### src/rtl/cacheline_adapter_pkg.sv
// Shared types and widths for the cache-line to burst-memory adapter.
package cacheline_adapter_pkg;

  localparam int LINE_W  = 256;
  localparam int BURST_W = 64;
  localparam int BURSTS  = LINE_W / BURST_W;
  localparam int CNT_W   = $clog2(BURSTS);
  localparam int OFF_W   = $clog2(LINE_W / 8);

  typedef enum logic [2:0] {
    IDLE,
    RD_REQ,
    RD_WAIT,
    WR,
    RESP,
    GAP
  } adapter_state_t;

endpackage

### src/rtl/cacheline_adapter.sv
// Serializes one 256-bit cache line into four 64-bit burst beats and back.
//
// state   | meaning
// IDLE    | waiting for dfp_read / dfp_write (write wins)
// RD_REQ  | bmem_read held until bmem_ready
// RD_WAIT | collecting four rvalid beats into the line buffer
// WR      | presenting beats, advancing on bmem_ready
// RESP    | one-cycle dfp_resp, dfp_rdata = line buffer
// GAP     | request inputs ignored while the cache drops its request
module cacheline_adapter
  import cacheline_adapter_pkg::*;
(
  input  logic               clk,
  input  logic               rst,
  input  logic [31:0]        dfp_addr,
  input  logic               dfp_read,
  input  logic               dfp_write,
  input  logic [LINE_W-1:0]  dfp_wdata,
  output logic [LINE_W-1:0]  dfp_rdata,
  output logic               dfp_resp,
  output logic [31:0]        bmem_addr,
  output logic               bmem_read,
  output logic               bmem_write,
  output logic [BURST_W-1:0] bmem_wdata,
  input  logic               bmem_ready,
  input  logic [31:0]        bmem_raddr,
  input  logic [BURST_W-1:0] bmem_rdata,
  input  logic               bmem_rvalid
);

  localparam logic [CNT_W-1:0] LAST_BEAT = CNT_W'(BURSTS - 1);

  adapter_state_t     state_q, state_d;
  logic [CNT_W-1:0]   cnt_q, cnt_d;
  logic [LINE_W-1:0]  line_q, line_d;
  logic [31:0]        addr_q, addr_d;
  logic [31:0]        req_addr;

  // Return-beat tag and line-offset address bits carry no information here.
  logic unused_bits;
  assign unused_bits = ^{bmem_raddr, dfp_addr[OFF_W-1:0]};

  assign req_addr = {dfp_addr[31:OFF_W], {OFF_W{1'b0}}};

  always_ff @(posedge clk) begin
    if (!rst) begin
      state_q <= IDLE;
      cnt_q   <= '0;
      line_q  <= '0;
      addr_q  <= '0;
    end else begin
      state_q <= state_d;
      cnt_q   <= cnt_d;
      line_q  <= line_d;
      addr_q  <= addr_d;
    end
  end

  always_comb begin
    state_d = state_q;
    cnt_d   = cnt_q;
    line_d  = line_q;
    addr_d  = addr_q;
    case (state_q)
      IDLE: begin
        if (dfp_write) begin
          addr_d  = req_addr;
          line_d  = dfp_wdata;
          cnt_d   = '0;
          state_d = WR;
        end else if (dfp_read) begin
          addr_d  = req_addr;
          cnt_d   = '0;
          state_d = RD_REQ;
        end
      end
      RD_REQ: begin
        if (bmem_ready) begin
          cnt_d   = '0;
          state_d = RD_WAIT;
        end
      end
      RD_WAIT: begin
        if (bmem_rvalid) begin
          line_d[BURST_W*cnt_q +: BURST_W] = bmem_rdata;
          cnt_d = cnt_q + 1'b1;
          if (cnt_q == LAST_BEAT) state_d = RESP;
        end
      end
      WR: begin
        if (bmem_ready) begin
          cnt_d = cnt_q + 1'b1;
          if (cnt_q == LAST_BEAT) state_d = RESP;
        end
      end
      RESP:    state_d = GAP;
      GAP:     state_d = IDLE;
      default: state_d = IDLE;
    endcase
  end

  // Outputs decode only registered state, so no dfp_* input reaches an output.
  always_comb begin
    dfp_resp   = 1'b0;
    dfp_rdata  = '0;
    bmem_read  = 1'b0;
    bmem_write = 1'b0;
    bmem_addr  = '0;
    bmem_wdata = '0;
    case (state_q)
      RD_REQ: begin
        bmem_read = 1'b1;
        bmem_addr = addr_q;
      end
      WR: begin
        bmem_write = 1'b1;
        bmem_addr  = addr_q;
        bmem_wdata = line_q[BURST_W*cnt_q +: BURST_W];
      end
      RESP: begin
        dfp_resp  = 1'b1;
        dfp_rdata = line_q;
      end
      default: ;
    endcase
  end

endmodule

### config.mk
export PLATFORM = sky130hd
export DESIGN_NAME = cacheline_adapter
export DESIGN_NICKNAME = d
export VERILOG_FILES = /design/src/rtl/cacheline_adapter_pkg.sv /design/src/rtl/cacheline_adapter.sv
export SDC_FILE = /design/constraint.sdc
export NUM_CORES = 1
export LEC_CHECK = 0
export ABC_AREA = 1
export CAP_MARGIN = 25
export CORE_AREA = 2 2 292 294
export CTS_BUF_LIST = sky130_fd_sc_hd__clkbuf_4 sky130_fd_sc_hd__clkbuf_8
export DETAILED_ROUTE_END_ITERATION = 8
export DIE_AREA = 0 0 294 296
export DONT_BUFFER_PORTS = 1
export PLACE_DENSITY = 0.45
export SLEW_MARGIN = 15
export SYNTH_ARGS = -nofsm -noshare
export SYNTH_HDL_FRONTEND = slang
export SYNTH_SLANG_ARGS = --single-unit
### constraint.sdc
create_clock -name clk -period 3.5 [get_ports clk]
set_input_delay 0.7 -clock clk [delete_from_list [all_inputs] [get_ports clk]]
set_output_delay 0.7 -clock clk [all_outputs]
set_load 0.1 [all_outputs]
After elaboration in Yosys (flattened, before gate mapping)
Cells that the tools add are included.

Equal/unequal tests: 10. Muxes and demuxes: 25. Divide/modulo/power cells: 0. Add/subtract/negate cells: 2. Reduce and logical (&&, ||, !) cells: 9. Bitwise gates (word level): 0. Order comparisons: 0. Multiply operators: 0. Shift-type cells: 3.

Operator list (number): 2-to-1 mux 256 bit (3); case mux 256 bit (2 select lines) (1); bitwise mux 256 bit (1); variable shift 64 x 34 -> 256 bit, first input constant (1); indexed part select 256 x 9 -> 64 bit (1); indexed part select 64 x 34 -> 256 bit (1); 2-to-1 mux 32 bit (3); 2-to-1 mux 64 bit (1); negation 8 -> 34 bit (1); 2-to-1 mux 3 bit (6); case mux 3 bit (5 select lines) (1); 2-to-1 mux 2 bit (5); != test 2 bit, second input constant (4); case mux 2 bit (4 select lines) (1); equality test 3 x 2 -> 1 bit, second input constant (2); AND reduction 5 bit (1); AND reduction 4 bit (1); nonzero test 2 bit (2); nonzero test 4 bit (1); equality test 3 x 1 -> 1 bit, second input constant (1); equality test 3 bit, second input constant (1); zero test 3 bit (1); 2-to-1 mux 1 bit (3); != test 3 bit, second input constant (1); other kinds (5) (5).

Register bits after elaboration: 293. Bits in latches: 0. Memory bits (read-only): 0. Logic and storage cells: 53. Output and inout bits: 355. Memories: 0. Bits in writable memories: 0. Input bits: 390.

Depth between registers and ports, before layout
Word-level depth: 5. Gate-level depth with buffers: 15. Gate-level depth less buffers: 10.

Least setup slack after synthesis
No wires, ideal clock.

Path type: register to output. Start point: register state_q[1]. End point: output port dfp_rdata[100]. Cell stages (with the launch flop): 9. Data required time: 2.800 ns. Buffers on the path: 3. Slack: -1.067 ns. Data arrival time: 3.867 ns. Cells stage by stage: dfxtp_1 buf_4 nor2_4 inv_1 nor2_1 inv_1 clkbuf_1 clkbuf_1 nor2_1.

Cells in the longest elaborated chain, start to end: 2.

Ends and longest elaborated chain: from (decl) (RTL line cacheline_adapter.sv:33) `adapter_state_t state_q, state_d;`; from (signal assigned) (RTL line cacheline_adapter.sv:52) `state_q <= state_d;`; equality test 3 bit (RTL line cacheline_adapter.sv:110) `case (state_q)`; 2-to-1 mux 256 bit (RTL line cacheline_adapter.sv:110); to (decl) (RTL line cacheline_adapter.sv:19) `output logic [LINE_W-1:0] dfp_rdata,`.

No other way between the ends.

Final worst setup path
Start point: register state_q[1]. End point: output port bmem_wdata[15].

Cells in the longest elaborated chain, start to end: 2.

Ends and longest elaborated chain: equality test 3 x 2 -> 1 bit (RTL line cacheline_adapter.sv:110); 2-to-1 mux 64 bit (RTL line cacheline_adapter.sv:110); to (decl) (RTL line cacheline_adapter.sv:24) `output logic [BURST_W-1:0] bmem_wdata,`.

No other way between the ends.

==> key figures <==
Status
  – Status: complete, no violations

Timing
  – Post-layout min period: approximately 3.4 ns
  – Slew of the pin with the lowest slew margin: ~1.1 ns
  – Final hold violations: 0
  – Relative slew slack: between 20 and 30%
  – RSZ-0062 raised after global routing: false
  – Final worst path period share: 96.79%
  – Clock skew: about 0.022 ns
  – # setup viols final: 0
  – Fin. max-slew vios: 0
  – Max frequency: roughly 0.30 GHz

Route
  – DR vias: approximately 24,000
  – Wire per inst: 20.40 um
  – Post-route ant nets: 0
  – DRT iter0 DRCs: 1,747
  – Routed WL: around 100,000 um
  – First-pass DRT Iterations: 8
  – Drc violations: 0
  – Via-to-Cell Ratio: ~4.7

Cells and area
  – Sequential Area: just under 6000 um^2
  – Fill cell count: 9,164
  – Most frequent cells in the layout: nand2_1 (1,165), inv_1 (543), nor2_1 (430), buf_12 (343), nor2_2 (288)
  – Share of cells above drive strength 1: 22.16%
  – Multi-input logic area: between 10,000 and 15,000 um^2
  – Final Cell Area: about 31,000 um^2
  – Commonest non-fill, non-tap cell in the layout: nand2_1
  – Area grow syn2layout: 49.77%
  – Net count, final: approximately 4,400

Global routing
  – First-pass GRT wire length: 150,700 um
  – Grt total ovfl: 0
  – M3 GR Usage: 5.096%
  – Met2 usage: approximately 40%
  – Tot GR Track Use: 22.97%
  – Largest net degree at the start of global routing: between 200 and 300
  – Initial antenna violation count: 15
  – Met1 usage in global routing: between 20% and 30%
  – Gr busiest metal: met2
  – Vias in the first global route: roughly 23,000

Pwr
  – Seq pwr share: a little under a fifth
  – Total power: ~30 mW
  – Lkg Pwr: roughly 14 nW
  – Pwr dens: roughly 1000 nW/um^2
  – Switching portion of total power: between 50 and 60%
  – Internal Power: between 10 and 15 mW
  – Psw: 17.37 mW
  – Worst-case vdd ir drop: approximately 1.1 mV
  – Clk pwr share: between 10% and 20%
  – Comb pwr share: between 60% and 70%

CTS
  – Clock latency at the later pin of the worst-skew pair: ~0.67 ns
  – CTS tree: done
  – CTS Hold Bufs: 0
  – Cts bufs inserted: between 50 and 60
  – Num Clock Sinks: around 290
  – Clk buf depth: 3
  – H-tree depth: 2
  – Worst-path clk slew: 0.07 ns
  – Clk root buf: clkbuf_8

Hold path
  – Hold crit path type: in -> reg

Place
  – Detailed placement HPWL: 69,060 um
  – Buffers added on ports: 0
  – DP Area: 29,190 um^2
  – Routability cong.: just under 0.9

Logic synthesis
  – Synthesis Warnings: 0
  – Ranking of synthesized cells by area: dfxtp_1 (28%), nand2_1 (21%), nor2_1 (13%)
  – Post-Syn Instances: roughly 3,800
  – Sequential fraction of the synthesis area: approximately 28%
  – Cell Area, Synth: around 20,000 um^2
  – Top FF cell, synth: dfxtp_1
  – Cell taking the most area after synthesis: dfxtp_1
  – Post-synth EDFFs: 0
  – Mean Syn Cell Area: around 5.4 um^2
  – FFs w/ async S/R, synth: 0%
  – Yosys top cell area share: about 28%
  – Synth Register Bits: roughly 290
  – Netlist cell types: 28

Die
  – Core Rows: between 100 and 150
  – Core area: 84,210 um^2
  – Die Span Y: 296 um
  – Initial core utilization: approximately a quarter
  – Die area: 87,020 um^2
  – Die Width: a little under 300 um
  – I/O pins: 745

Critical path
  – Crit-path max FO: between 40 and 50
  – CP arrival: approximately 2.7 ns
  – Worst setup SP type: flop
  – CP Class: reg -> out
  – Worst Setup End Kind: output pin
  – WP data required: between 2 and 3 ns

Run
  – # Max-Cap Violations: 0
[layout make-up]
type,count,area share (%)
Tap cell,1090,4.465
Antenna cell,6,0.04916
Sequential cell,288,18.91
Clock inverter,8,0.2581
Inverter,554,6.887
Timing Repair Buffer,406,24.06
Multi-Input combinational cell,2674,41.31
Clock buffer,99,4.072
[per-layer routing]
layer | vias to the layer above | routed length, um | part of all wire, %
met5 | - | 69 | 0.066
met4 | 10 | 3167 | 3.0
met3 | 165 | 8331 | 8.0
met2 | 1021 | 49850 | 48
met1 | 10978 | 43150 | 41
li1 | 11781 | - | -
[worst paths after layout]
kind                                   start             end  slack (ns)  cells after the start
worst min register to register    addr_q[12]      addr_q[12]        0.47                      2
worst max-delay path              state_q[1]  bmem_wdata[15]        0.11                      6
worst max register to register      cnt_q[1]     line_q[190]        0.80                      9
worst min-delay path            dfp_addr[23]      addr_q[23]        0.22                      2
[power by group through the flow]
stage,logic (mW),registers [mW],clock network [mW]
5_1_grt,22.3,5.64,4.27
3_3_place_gp,20.3,5.53,0
4_1_cts,20.5,5.49,4.13
6_report,20.5,5.47,4.04
2_1_floorplan,14.1,5.31,0
3_5_place_dp,20.4,5.56,0
[state kept, by name, indices dropped and copies added, names as in the netlist]
name and flops:
state_q 3, line_q 256, addr_q 27, cnt_q 2
[what timing repair did]
| item | CTS | global route |
|---|---|---|
| endpoints found under the setup margin | 17 | 27 |
| setup buffers | 0 | 1 |
| gates resized for setup | 2 | 1 |
| gates cloned | 0 | 0 |
[metrics by stage]
step	hold WS (ns)	util [%]	instances	setup WS, ns	setup TNS, ns
floorplan	0.4300	-	3802	-0.5125	-122.24
global placement	0.4606	34.66	5011	0.7230	0
detailed placement	0.4637	34.66	5011	0.6991	0
CTS	0.1196	36.23	5118	0.02674	0
global route	0.1788	36.27	5125	0.02954	0
finish	0.2231	36.27	5125	0.1124	0
[logic make-up (layout without fill, tap and decap cells)]
kind of cell	count (synthesis)	in the layout	synth area share, %
AOI/OAI and AO/OA	538	538	13.22
adders and majority gates	5	5	0.3068
buffers and inverters	840	1067	17.20
DFF	288	288	28.27
other	1	11	0.01839
and+or+nand+nor	2126	2126	40.98
[Yosys cell counts (all sizes together), types with 2 or more instances]
cell and instances:
nand4 2, nand3 230, ha 5, dfxtp 288, o21ai 318, buf 143, nand3b 2, nand2 1168
a21oi 219, clkbuf 143, nor2 723, inv 554
[critical path, stage by stage (launching register included)]
cell and delay, ns:
dfxtp_2 0.49, nand2_1 0.10, nor2_2 0.22, inv_8 0.22, buf_4 0.39, a21oi_4 0.17
buf_12 0.19
No activity file was read; power rests on OpenSTA's default activity.
